==> config.mk <==
export PLATFORM = sky130hd
export DESIGN_NAME = binary_search_ctrl
export DESIGN_NICKNAME = d
export VERILOG_FILES = /design/src/rtl/bsearch_pkg.sv /design/src/rtl/binary_search_ctrl.sv
export SDC_FILE = /design/constraint.sdc
export NUM_CORES = 1
export LEC_CHECK = 0
export ABC_AREA = 1
export ABC_CLOCK_PERIOD_IN_PS = 10400
export BUFFER_PORTS_ARGS = -buffer_cell sky130_fd_sc_hd__buf_2
export CELL_PAD_IN_SITES_DETAIL_PLACEMENT = 1
export CELL_PAD_IN_SITES_GLOBAL_PLACEMENT = 1
export CORE_MARGIN = 2
export CORE_UTILIZATION = 44
export CTS_CLUSTER_DIAMETER = 150
export DETAILED_ROUTE_END_ITERATION = 8
export GPL_ROUTABILITY_DRIVEN = 0
export PLACE_DENSITY_LB_ADDON = 0.1
export SYNTH_ARGS = -nofsm -noshare
export SYNTH_HDL_FRONTEND = slang
export SYNTH_SLANG_ARGS = --single-unit
==> constraint.sdc <==
create_clock -name clk -period 10.4 [get_ports clk]
set_input_delay 2.08 -clock clk [delete_from_list [all_inputs] [get_ports clk]]
set_output_delay 2.08 -clock clk [all_outputs]
set_load 0.1 [all_outputs]
==> src/rtl/bsearch_pkg.sv <==
// Shared definitions for the successive-approximation search controller:
// state codes, comparator verdict encoding and the probe-counter width helper.
package bsearch_pkg;

    // Controller states, kept as plain constants so older tools and
    // netlists that expect a fixed two-bit code keep working.
    localparam logic [1:0] ST_IDLE  = 2'd0;
    localparam logic [1:0] ST_PROBE = 2'd1;
    localparam logic [1:0] ST_DONE  = 2'd2;

    typedef logic [1:0] bsearch_state_t;

    // Verdict bits packed as {greater, less, equal}; a well-formed
    // verdict is exactly one of these one-hot codes.
    localparam logic [2:0] VERDICT_EQ = 3'b001;
    localparam logic [2:0] VERDICT_LT = 3'b010;
    localparam logic [2:0] VERDICT_GT = 3'b100;

    // Probe counter must hold the value WIDTH+1.
    function automatic int probe_cnt_width(input int width);
        return $clog2(width + 2);
    endfunction

endpackage

==> src/rtl/binary_search_ctrl.sv <==
// Successive-approximation search initiator. Presents candidate values to an
// external magnitude comparator and narrows the [lo, hi] interval from each
// verdict until the operand is found, the interval is empty, or a malformed
// verdict arrives.
// Optional build macro: BSEARCH_PROBE_COUNT_EN adds the 'probes' output and a
// guard that stops the search after WIDTH+1 probes without a match.
module binary_search_ctrl
    import bsearch_pkg::*;
#(
    parameter int WIDTH = 4
) (
    input  logic             clk,
    input  logic             rst,
    input  logic             start,
    output logic [WIDTH-1:0] guess,
    output logic             guess_valid,
    input  logic             resp_valid,
    input  logic             greater,
    input  logic             less,
    input  logic             equal,
    output logic             done,
    output logic             found,
    output logic [WIDTH-1:0] result,
    output logic             err
`ifdef BSEARCH_PROBE_COUNT_EN
    ,
    output logic [probe_cnt_width(WIDTH)-1:0] probes
`endif
);

    localparam int PCW = probe_cnt_width(WIDTH);

    // Bounds are one bit wider than the guess so lo can reach 2^WIDTH.
    localparam logic [WIDTH:0]          LO_INIT = '0;
    localparam logic [WIDTH:0]          HI_INIT = {1'b0, {WIDTH{1'b1}}};
    localparam logic signed [WIDTH+1:0] ONE_S   = 1;

    bsearch_state_t   r_state;
    logic [WIDTH:0]   r_lo;
    logic [WIDTH:0]   r_hi;
    logic             r_found;
    logic             r_err;
    logic [WIDTH-1:0] r_result;

    logic [WIDTH-1:0]        w_guess;
    logic [2:0]              w_verdict;
    logic signed [WIDTH+1:0] w_guess_s;
    logic signed [WIDTH+1:0] w_lo_next_s;
    logic signed [WIDTH+1:0] w_hi_next_s;
    logic                    w_exhausted;
    logic                    w_guard;

    // Midpoint of the current interval; lo <= hi whenever it is used.
    assign w_guess   = WIDTH'(r_lo + ((r_hi - r_lo) >> 1));
    assign w_verdict = {greater, less, equal};
    assign w_guess_s = $signed({2'b00, w_guess});

    // Candidate bounds after a directional verdict, evaluated in a signed
    // space two bits wider than the guess so guess-1 at zero goes negative
    // instead of wrapping, making the emptiness test a plain comparison.
    always_comb begin
        w_lo_next_s = $signed({1'b0, r_lo});
        w_hi_next_s = $signed({1'b0, r_hi});
        if (w_verdict == VERDICT_GT) begin
            w_hi_next_s = w_guess_s - ONE_S;
        end
        if (w_verdict == VERDICT_LT) begin
            w_lo_next_s = w_guess_s + ONE_S;
        end
    end

    assign w_exhausted = (w_lo_next_s > w_hi_next_s);

`ifdef BSEARCH_PROBE_COUNT_EN
    logic [PCW-1:0] r_probes;
    logic [PCW-1:0] w_probes_next;

    assign w_probes_next = r_probes + 1'b1;
    // A consistent comparator can never need more than WIDTH+1 probes, so
    // reaching that count without a match means the comparator lied.
    assign w_guard       = (w_probes_next == PCW'(WIDTH + 1));
    assign probes        = r_probes;

    // Probe counter: cleared on start, counts accepted verdicts, held in DONE.
    always_ff @(posedge clk) begin
        if (rst) begin
            r_probes <= '0;
        end else if ((r_state != ST_PROBE) && start) begin
            r_probes <= '0;
        end else if ((r_state == ST_PROBE) && resp_valid) begin
            r_probes <= w_probes_next;
        end
    end
`else
    assign w_guard = 1'b0;
`endif

    // Search sequencer: interval bookkeeping, verdict handling, completion.
    always_ff @(posedge clk) begin
        if (rst) begin
            r_state  <= ST_IDLE;
            r_lo     <= LO_INIT;
            r_hi     <= HI_INIT;
            r_found  <= 1'b0;
            r_err    <= 1'b0;
            r_result <= '0;
        end else begin
            case (r_state)
                ST_IDLE, ST_DONE: begin
                    if (start) begin
                        r_state  <= ST_PROBE;
                        r_lo     <= LO_INIT;
                        r_hi     <= HI_INIT;
                        r_found  <= 1'b0;
                        r_err    <= 1'b0;
                        r_result <= '0;
                    end
                end
                ST_PROBE: begin
                    if (resp_valid) begin
                        case (w_verdict)
                            VERDICT_EQ: begin
                                r_result <= w_guess;
                                r_found  <= 1'b1;
                                r_state  <= ST_DONE;
                            end
                            VERDICT_GT, VERDICT_LT: begin
                                if (w_exhausted || w_guard) begin
                                    // Interval empty, or probe budget spent.
                                    r_found <= 1'b0;
                                    r_err   <= w_guard;
                                    r_state <= ST_DONE;
                                end else begin
                                    r_lo <= (WIDTH+1)'(w_lo_next_s);
                                    r_hi <= (WIDTH+1)'(w_hi_next_s);
                                end
                            end
                            default: begin
                                // No verdict bit, or several at once.
                                r_err   <= 1'b1;
                                r_found <= 1'b0;
                                r_state <= ST_DONE;
                            end
                        endcase
                    end
                end
                default: begin
                    r_state <= ST_IDLE;
                end
            endcase
        end
    end

    // Outputs decode directly from state; guess reads zero outside PROBE.
    assign guess_valid = (r_state == ST_PROBE);
    assign done        = (r_state == ST_DONE);
    assign guess       = guess_valid ? w_guess : '0;
    assign found       = r_found;
    assign err         = r_err;
    assign result      = r_result;

endmodule

# After elaboration in Yosys (flattened, before gate mapping)
# Index checks and enable logic that the tools add are counted.
[op_classes]
muxes = 30
addsub = 4
reduce_logical = 9
order_cmp = 1
eq_ne = 12
[op_table]
columns = ["cell", "n"]
rows = [
  ["$mux W5", 9],
  ["$pmux W5 S2", 2],
  ["$mux W4", 4],
  ["$reduce_and A5 Y1", 2],
  ["$mux W2", 4],
  ["$pmux W1 S2", 4],
  ["$pmux W4 S2", 1],
  ["$reduce_and A4 Y1", 2],
  ["$gt A6 B6 Y1", 1],
  ["$mux W6", 1],
  ["$ne A2 B1 Y1 const B", 3],
  ["$ne A2 B2 Y1 const B", 3],
  ["$add A4 B1 Y5 const B", 1],
  ["$sub A4 B1 Y5 const B", 1],
  ["$sub A5 B5 Y5", 1],
  ["$add A4 B4 Y4", 1],
  ["$mux W1", 4],
  ["$pmux W2 S2", 1],
  ["$reduce_or A2 Y1", 2],
  ["$eq A3 B1 Y1 const B", 1],
  ["$eq A3 B2 Y1 const B", 1],
  ["$eq A3 B3 Y1 const B", 1],
  ["$ne A3 B3 Y1 const B", 1],
  ["$reduce_and A3 Y1", 1],
  ["other kinds (4)", 4],
]
[word_totals]
word_cells = 62
out_inout_bits = 12
register_bits = 18
in_bits = 7

# Logic depth before layout (Yosys ltp)
# Gate-level depths: netlist (run 1).
[depth]
ltp_word = 9
mapped_depth = 28
ltp_nobuf = 28

# Worst setup path before layout (run 1)
# No wires, ideal clock.
[synth_timing]
path_type = "reg-to-output"
startpoint = "reg r_lo[2]"
endpoint = "out guess[3]"
t_required_ns = 8.320
arrival_ns = 3.162
n_path_buf = 0
path_stages_with_launch = 14
path_slack_ns = 5.158
path_cell_list = "dfxtp_1 > inv_1 > ha_1 > a21oi_1 > nand2_1 > xor2_1 > ha_1 > a21oi_2 > nand2_1 > nand2_1 > nand2_1 > nand2_1 > nand2_1 > nor2_1"
[synth_between]
elab_chain_cells = 3
[synth_lines]
columns = ["item", "line", "source"]
rows = [
  ["from (decl)", "binary_search_ctrl.sv:39", "logic [WIDTH:0] r_lo;"],
  ["from (signal assigned)", "binary_search_ctrl.sv:134", "r_lo <= (WIDTH+1)'(w_lo_next_s);"],
  ["$sub A5 B5 Y5", "binary_search_ctrl.sv:54", "assign w_guess = WIDTH'(r_lo + ((r_hi - r_lo) >> 1));"],
  ["$add A4 B4 Y4 *", "binary_search_ctrl.sv:54", ""],
  ["$mux W4 *", "binary_search_ctrl.sv:157", "assign guess = guess_valid ? w_guess : '0;"],
  ["to (decl)", "binary_search_ctrl.sv:15", "output logic [WIDTH-1:0] guess,"],
]
# Mark *: on every way between the ends. The rest lies on a longest branch, timed or not.

# Final worst setup path (run 1)
# Same ends and word-level chain as after synthesis.

==> results of run 1 <==
-- sequential cells by signal, indices dropped and copies added (netlist names) --
register / flops
r_hi: 5
r_state: 2
found: 1
result: 4
err: 1
r_lo: 5
-- through the flow --
stage | cells | utilization (%) | power, uW
after global routing | 316 | 51.2 | 404
after floorplan | 253 | - | 283
after CTS | 316 | 51.2 | 371
after detailed placement | 313 | 50.6 | 332
final | 316 | 51.2 | 369
after global placement | 313 | 50.6 | 324
-- logic make-up (layout without fill, tap and decap cells) --
group / Yosys count / count (layout)
AO/OA/AOI/OAI: 30 / 30
XOR/XNOR: 2 / 2
adder cells (fa/ha/maj): 16 / 16
buffers and inverters: 38 / 55
flip-flops: 18 / 18
AND/OR/NAND/NOR: 149 / 149
-- worst paths after layout --
kind           start  endpoint  slack (ps)  cells past startpoint
min            found     found         470                      2
max          r_lo[2]  guess[3]        5330                     14
max reg2reg  r_lo[1]   r_lo[4]        6280                     22
min reg2reg    found     found         470                      2
-- area by class of cell --
| type | count | area, um^2 | area share [%] |
|---|---|---|---|
| multi-input cells | 197 | 1090 | 62.1 |
| well taps | 46 | 57.6 | 3.29 |
| clock buffers | 3 | 22.5 | 1.29 |
| repair buffers | 18 | 90.1 | 5.15 |
| flip-flops and latches | 18 | 360 | 20.6 |
| inverters | 34 | 133 | 7.58 |
-- report_power, final --
| part | internal [uW] | switching (uW) | leakage [uW] |
|---|---|---|---|
| Combinational | 72.5 | 173 | 0.000740 |
| Sequential | 77.4 | 8.10 | 0.000148 |
| Clock | 13.5 | 24.0 | 0.0000138 |
| Total | 163 | 205 | 0.000901 |
-- placed cells by master, fill, tap and decap left out, types with 2 or more instances in the layout --
cell type | Yosys | final
a21oi_1 | 14 | 14
buf_2 | 1 | 18
clkbuf_4 | 0 | 3
dfxtp_1 | 18 | 18
fa_1 | 2 | 2
ha_1 | 14 | 14
inv_1 | 29 | 29
inv_2 | 2 | 2
inv_4 | 2 | 2
nand2_1 | 80 | 80
nand2_2 | 4 | 4
nand3_1 | 24 | 24
nand3_2 | 2 | 2
nand4_1 | 3 | 3
nor2_1 | 23 | 23
nor2_4 | 2 | 2
nor3_1 | 2 | 2
o21ai_0 | 8 | 8
o21ai_1 | 3 | 3
or2_2 | 2 | 2
xor2_1 | 2 | 2
-- synth_stat cells, drive strengths merged --
cell type	instances
nand3b	1
or2	4
buf	2
fa	2
nand4	3
nand3	26
a21boi	2
xor2	2
ha	14
clkinv	1
a21oi	15
nand2	85
o21ai	12
inv	33
clkbuf	2
nor3	4
dfxtp	18
and2	1
o22ai	1
nor2	25
-- worst max-delay path, delay by kind of cell, from the launching register on --
kind | cells | cell delay [ps]
DFF | 1 | 370
buffers and inverters | 2 | 510
xor gates and xnor gates | 1 | 150
AOI/OAI and AO/OA | 2 | 340
and+or+nand+nor | 7 | 630
adders and majority gates | 2 | 690
-- per-layer routing --
layer	GRT usage (%)	wire, um
met1	27.0	2110
met4	3.99	0
met5	0	0
met2	42.6	2070
met3	3.70	117
==> summary.txt, run 1 <==
Finish
  – Area Overhead vs Synth: 9.13%
  – Diode count: 0
  – Final instance area: roughly 1800 um^2
  – Share of layout cells above drive strength 1: about 15%
  – Final #Nets: 295
  – Fillers: roughly 510

Timing
  – Shortest period the worst path allows: approximately 5100 ps
  – Clk_skew: 1.21 ps
  – Final setup margin: around 5300 ps
  – Fmax: ~200 MHz
  – Final worst-path cycle share: between 40% and 50%
  – Final setup vio count: 0
  – Fin. max-slew vios: 0
  – Max-slew headroom: 67.8%
  – Worst slew pin tran: 486 ps
  – RSZ-0062 raised after global routing: false
  – WHS: between 400 and 500 ps
  – Final hold vios: 0
  – Final setup TNS: 0 ps

Placed design
  – Place WS: roughly 5700 ps
  – Port Buffers: 18
  – Placed Area: 1730 um^2
  – Post-DP HPWL: ~3500 um

Floorplanning
  – Die X-Extent: between 60 and 70 um
  – # rows: 21
  – Num ports: 19
  – Core area: around 3400 um^2
  – Total Die Area: just over 4000 um^2
  – Die Ht: 64.4 um
  – Initial Util: a little under half

Critical path
  – Slowest cell on the critical path: buf_2
  – Crit path cell chain: inv_1, ha_1, a21oi_1, nand2_1, xor2_1, ha_1, a21oi_2, nand2_1, nand2_1, nand2_1, nand2_1, nand2_1, nor2_1, buf_2
  – Worst-path fanout max: 5
  – Setup crit end kind: primary output
  – Worst EP required: ~8300 ps
  – Crit start category: register
  – WS Path Type: reg2out
  – Max incr delay on CP: 440 ps
  – Critical Path AT: 2990 ps
  – Most common cell on crit path: nand2_1

Logic synthesis
  – Sequential-to-total area share from yosys stat: between 20 and 25%
  – Mux contribution to synthesized area: 0%
  – Synth Register Bits: 18
  – Mapped Nets: ~280
  – Simple-gate share of the synthesized area: 42.4%
  – Cells after Synth: 253
  – Top cells by area, synth: dfxtp_1, nand2_1, ha_1
  – Synth Cell Area: around 1600 um^2
  – Compound-Gate Fraction of Synth Area: 10.9%
  – Synth warn: 0
  – Post-Synth Adder-Cell Area: between 10 and 15%
  – Post-synthesis cell type count: 35
  – Largest family of logic cells by synthesized area: simple AND/OR/NAND/NOR gates
  – Syn Area/Cell: 6.34 um^2
  – Synth top area share: between 20% and 30%
  – Post-synthesis xor/xnor area fraction: around 1.1%
  – Area leader, netlist: dfxtp_1

Clock network
  – Deepest clock path buffer count: 2
  – Worst skew pair latency: approximately 300 ps
  – PostCTS Resize Cnt: 0
  – CTS tree: done
  – CTS clk-pin slew, worst paths: between 100 and 150 ps
  – CTS hold repair buffers: 0
  – Clock Tree Root: clkbuf_4
  – Post-CTS Setup Bufs: 0
  – Num CTS Buffers: 3
  – CTS sink cnt: 18
  – H-tree Lvls: 1

Flow run
  – Max_cap viols: 0

Detailed routing
  – Starting DRC count in detailed routing: 57
  – Residual DRC: 0
  – Total length of routed wires: around 4300 um
  – DR vias: ~1600
  – DRT antenna net count: 0
  – Via density per instance: roughly 5
  – Pre-antenna DRT Iters: 4
  – Routed WL per cell: 13.6 um

Min path
  – Hold crit path type: reg2reg

Power and ir drop
  – Lkg Pwr: approximately 0.0009 uW
  – Power Density: roughly 210 nW/um^2
  – VDD IR max: between 0.07 and 0.08 mV

Global routing
  – GRT Total Usage: 22.6%
  – Initial antenna violation count: 0
  – Number of global-route vias before repair: ~1700
  – Global route overflow: 0
  – First-pass GRT wire length: about 7300 um
  – Pin count of the biggest net entering global routing: 14

Outcome
  – Outcome: finished clean
Power figures use the tool's default switching activity.
==> inputs of run 2 (changes only) <==
--- a/config.mk
+++ b/config.mk
@@ -6,12 +6,12 @@
 export NUM_CORES = 1
 export LEC_CHECK = 0
 export ABC_AREA = 1
-export ABC_CLOCK_PERIOD_IN_PS = 10400
+export ABC_CLOCK_PERIOD_IN_PS = 4900
 export BUFFER_PORTS_ARGS = -buffer_cell sky130_fd_sc_hd__buf_2
 export CELL_PAD_IN_SITES_DETAIL_PLACEMENT = 1
 export CELL_PAD_IN_SITES_GLOBAL_PLACEMENT = 1
 export CORE_MARGIN = 2
-export CORE_UTILIZATION = 44
+export CORE_UTILIZATION = 41
 export CTS_CLUSTER_DIAMETER = 150
 export DETAILED_ROUTE_END_ITERATION = 8
 export GPL_ROUTABILITY_DRIVEN = 0
==> constraint.sdc (replaced) <==
create_clock -name clk -period 4.9 [get_ports clk]
set_input_delay 0.98 -clock clk [delete_from_list [all_inputs] [get_ports clk]]
set_output_delay 0.98 -clock clk [all_outputs]
set_load 0.1 [all_outputs]
==> summary.txt, run 2 (synthesis results as in run 1) <==
Detailed routing
  – DR vias: 1575 (-2.5%)
  – Residual DRC: 0 (unchanged)
  – DRT antenna net count: 0 (unchanged)
  – Via density per instance: 4.95 (-3.1%)
  – Total length of routed wires: 4390 um (+2.2%)
  – Pre-antenna DRT Iters: 4 (unchanged)
  – Starting DRC count in detailed routing: 65 (+14%)
  – Routed WL per cell: 13.8 um (+1.5%)

Clock network
  – CTS clk-pin slew, worst paths: 70 ps (-40 ps)
  – Deepest clock path buffer count: 2 (unchanged)
  – H-tree Lvls: 1 (unchanged)
  – Clock Tree Root: clkbuf_8
  – Worst skew pair latency: 250 ps (-50 ps)
  – Post-CTS Setup Bufs: 0 (unchanged)
  – PostCTS Resize Cnt: 0 (unchanged)
  – CTS tree: done
  – CTS hold repair buffers: 0 (unchanged)
  – Num CTS Buffers: 3 (unchanged)
  – CTS sink cnt: 18 (unchanged)

Power and ir drop
  – Lkg Pwr: 0.000909 uW (+0.86%)
  – Clk pwr share: 12.7% (+2.5 points)
  – Combinational share of power: 64.7% (-1.9 points)
  – Switch share: 53.9% (-1.7 points)
  – Pint: 371 uW (+130%)
  – Power Density: 455 nW/um^2 (+120%)
  – VDD IR max: 0.186 mV (+140%)
  – Reg power frac: 22.6% (-0.6 points)
  – P_sw: 435 uW (+110%)

Critical path
  – Bufs and invs on worst path: 4 (+2)
  – Setup crit end kind: register
  – Worst-path fanout max: 10 (+5)
  – Slowest cell on the critical path: fa_1
  – Reg2reg setup slack: 760 ps (-5520 ps)
  – Most common cell on crit path: nand2_1
  – WS Path Type: reg2reg
  – Crit start category: register
  – Delay-heaviest family, CP: adder cells
  – Crit path cell chain: inv_1, fa_1, nand2_1, inv_1, nor2_1, inv_1, fa_1, inv_1, ha_1, xor2_1, o21ai_0, ha_1, nand2_1, o21ai_0, nand2_1, nand2_1, nand2_1, nand2_2, a21boi_4, nand2_1, nand2_1, nor2_1
  – Worst reg2reg path startpoint: r_lo[1]
  – FF-to-FF End: r_lo[4]
  – Critical Path AT: 4300 ps (+1310 ps)
  – R2R depth: 22 (unchanged)
  – Max incr delay on CP: 640 ps (+200 ps)
  – Worst EP required: 5060 ps (-3260 ps)

Global routing
  – Initial antenna violation count: 0 (unchanged)
  – Global route overflow: 0 (unchanged)
  – Number of global-route vias before repair: 1601 (-3.8%)
  – GRT Total Usage: 22.2% (-0.46 points)
  – First-pass GRT wire length: 7510 um (+2.7%)
  – Pin count of the biggest net entering global routing: 14 (unchanged)

Finish
  – Most frequent cells in the layout: nand2_1, inv_1, nand3_1
  – Diode count: 0 (unchanged)
  – Fillers: 527 (+3.9%)
  – Commonest non-fill, non-tap cell in the layout: nand2_1
  – Share of layout cells above drive strength 1: 15.2% (unchanged)
  – Final #Nets: 295 (unchanged)
  – Area Overhead vs Synth: 10.5%

Floorplanning
  – Core area: 3720 um^2 (+8.8%)
  – Die X-Extent: 66.6 um (+3.4%)
  – Total Die Area: 4430 um^2 (+6.9%)
  – Initial Util: 43.2% (-3.8 points)
  – Num ports: 19 (unchanged)
  – Die Ht: 66.6 um (+3.4%)
  – # rows: 22 (+4.8%)

Min path
  – Hold depth: 2 (unchanged)
  – Hold worst-path end: found
  – Hold crit path type: reg2reg
  – Hold_sp: found

Timing
  – WHS: 458 ps (-9.77 ps)
  – Final setup TNS: 0 ps (unchanged)
  – Fin. max-slew vios: 0 (unchanged)
  – Final setup vio count: 0 (unchanged)
  – Final hold vios: 0 (unchanged)
  – Fmax: about 240 MHz
  – Final worst-path cycle share: between 80% and 90%
  – Final setup margin: 759 ps (-4570 ps)
  – RSZ-0062 raised after global routing: false
  – Clk_skew: 4.37 ps (+3.16 ps)
  – Worst slew pin tran: 488 ps (+1.53 ps)
  – Max-slew headroom: 67.7% (-0.10 points)
  – Shortest period the worst path allows: approximately 4100 ps

Placed design
  – Place WS: 829 ps (-4840 ps)
  – Port Buffers: 18 (unchanged)
  – Post-DP HPWL: 3600 um (+3.5%)

Flow run
  – Max_cap viols: 0 (unchanged)

Outcome
  – Outcome: finished clean
## run 2: cell count changes in the layout (fill, tap and decap cells not counted)
| cell | change |
|---|---|
| clkbuf_4 | -3 |
| clkbuf_8 | +3 |
## run 2: through the flow
step,instance area [um^2],total power (uW),cells,utilization [%]
2_1_floorplan,1600,600,253,-
3_3_place_gp,1730,697,315,46.6
3_5_place_dp,1730,706,315,46.6
4_1_cts,1770,813,318,47.7
5_1_grt,1770,882,318,47.7
6_report,1770,806,318,47.7
## run 2: how the worst max path moves through the flow
stage	from	cells past startpoint	end	slack, ps
after floorplan	r_lo[2]	13	guess[3]	760
after global placement	r_lo[1]	22	r_lo[4]	910
after detailed placement	r_lo[1]	22	r_lo[4]	830
after CTS	r_lo[1]	22	r_lo[4]	760
after global routing	r_lo[1]	22	r_hi[4]	460
final	r_lo[1]	22	r_lo[4]	760
## run 2: per-layer routing
layer	global-route usage (%)	wire length (um)	vias to the layer above
li1	-	-	844
met1	29.9	2180	712
met2	37.5	2090	14
met3	3.55	79	5
met4	3.83	33	0
met5	0	0	-
## run 2: cell type report
class	count	area (um^2)	share of cell area, %
multi-input combinational	197	1090	61.4
timing repair buffer	18	90.1	5.08
clock buffer	3	41.3	2.33
inverter	34	133	7.49
tap	48	60.1	3.39
sequential	18	360	20.3
## run 2: worst min-delay path, stage by stage, from the launching register on
cell and delay [ps]:
dfxtp_1 310, nand2_1 60, a21oi_1 50
## run 2: power by group through the flow
stage	Combinational, uW	Clock (uW)	Sequential, uW
2_1_floorplan	392	0	208
3_5_place_dp	520	0	186
6_report	521	102	182
5_1_grt	585	112	185
3_3_place_gp	511	0	186
4_1_cts	524	106	183
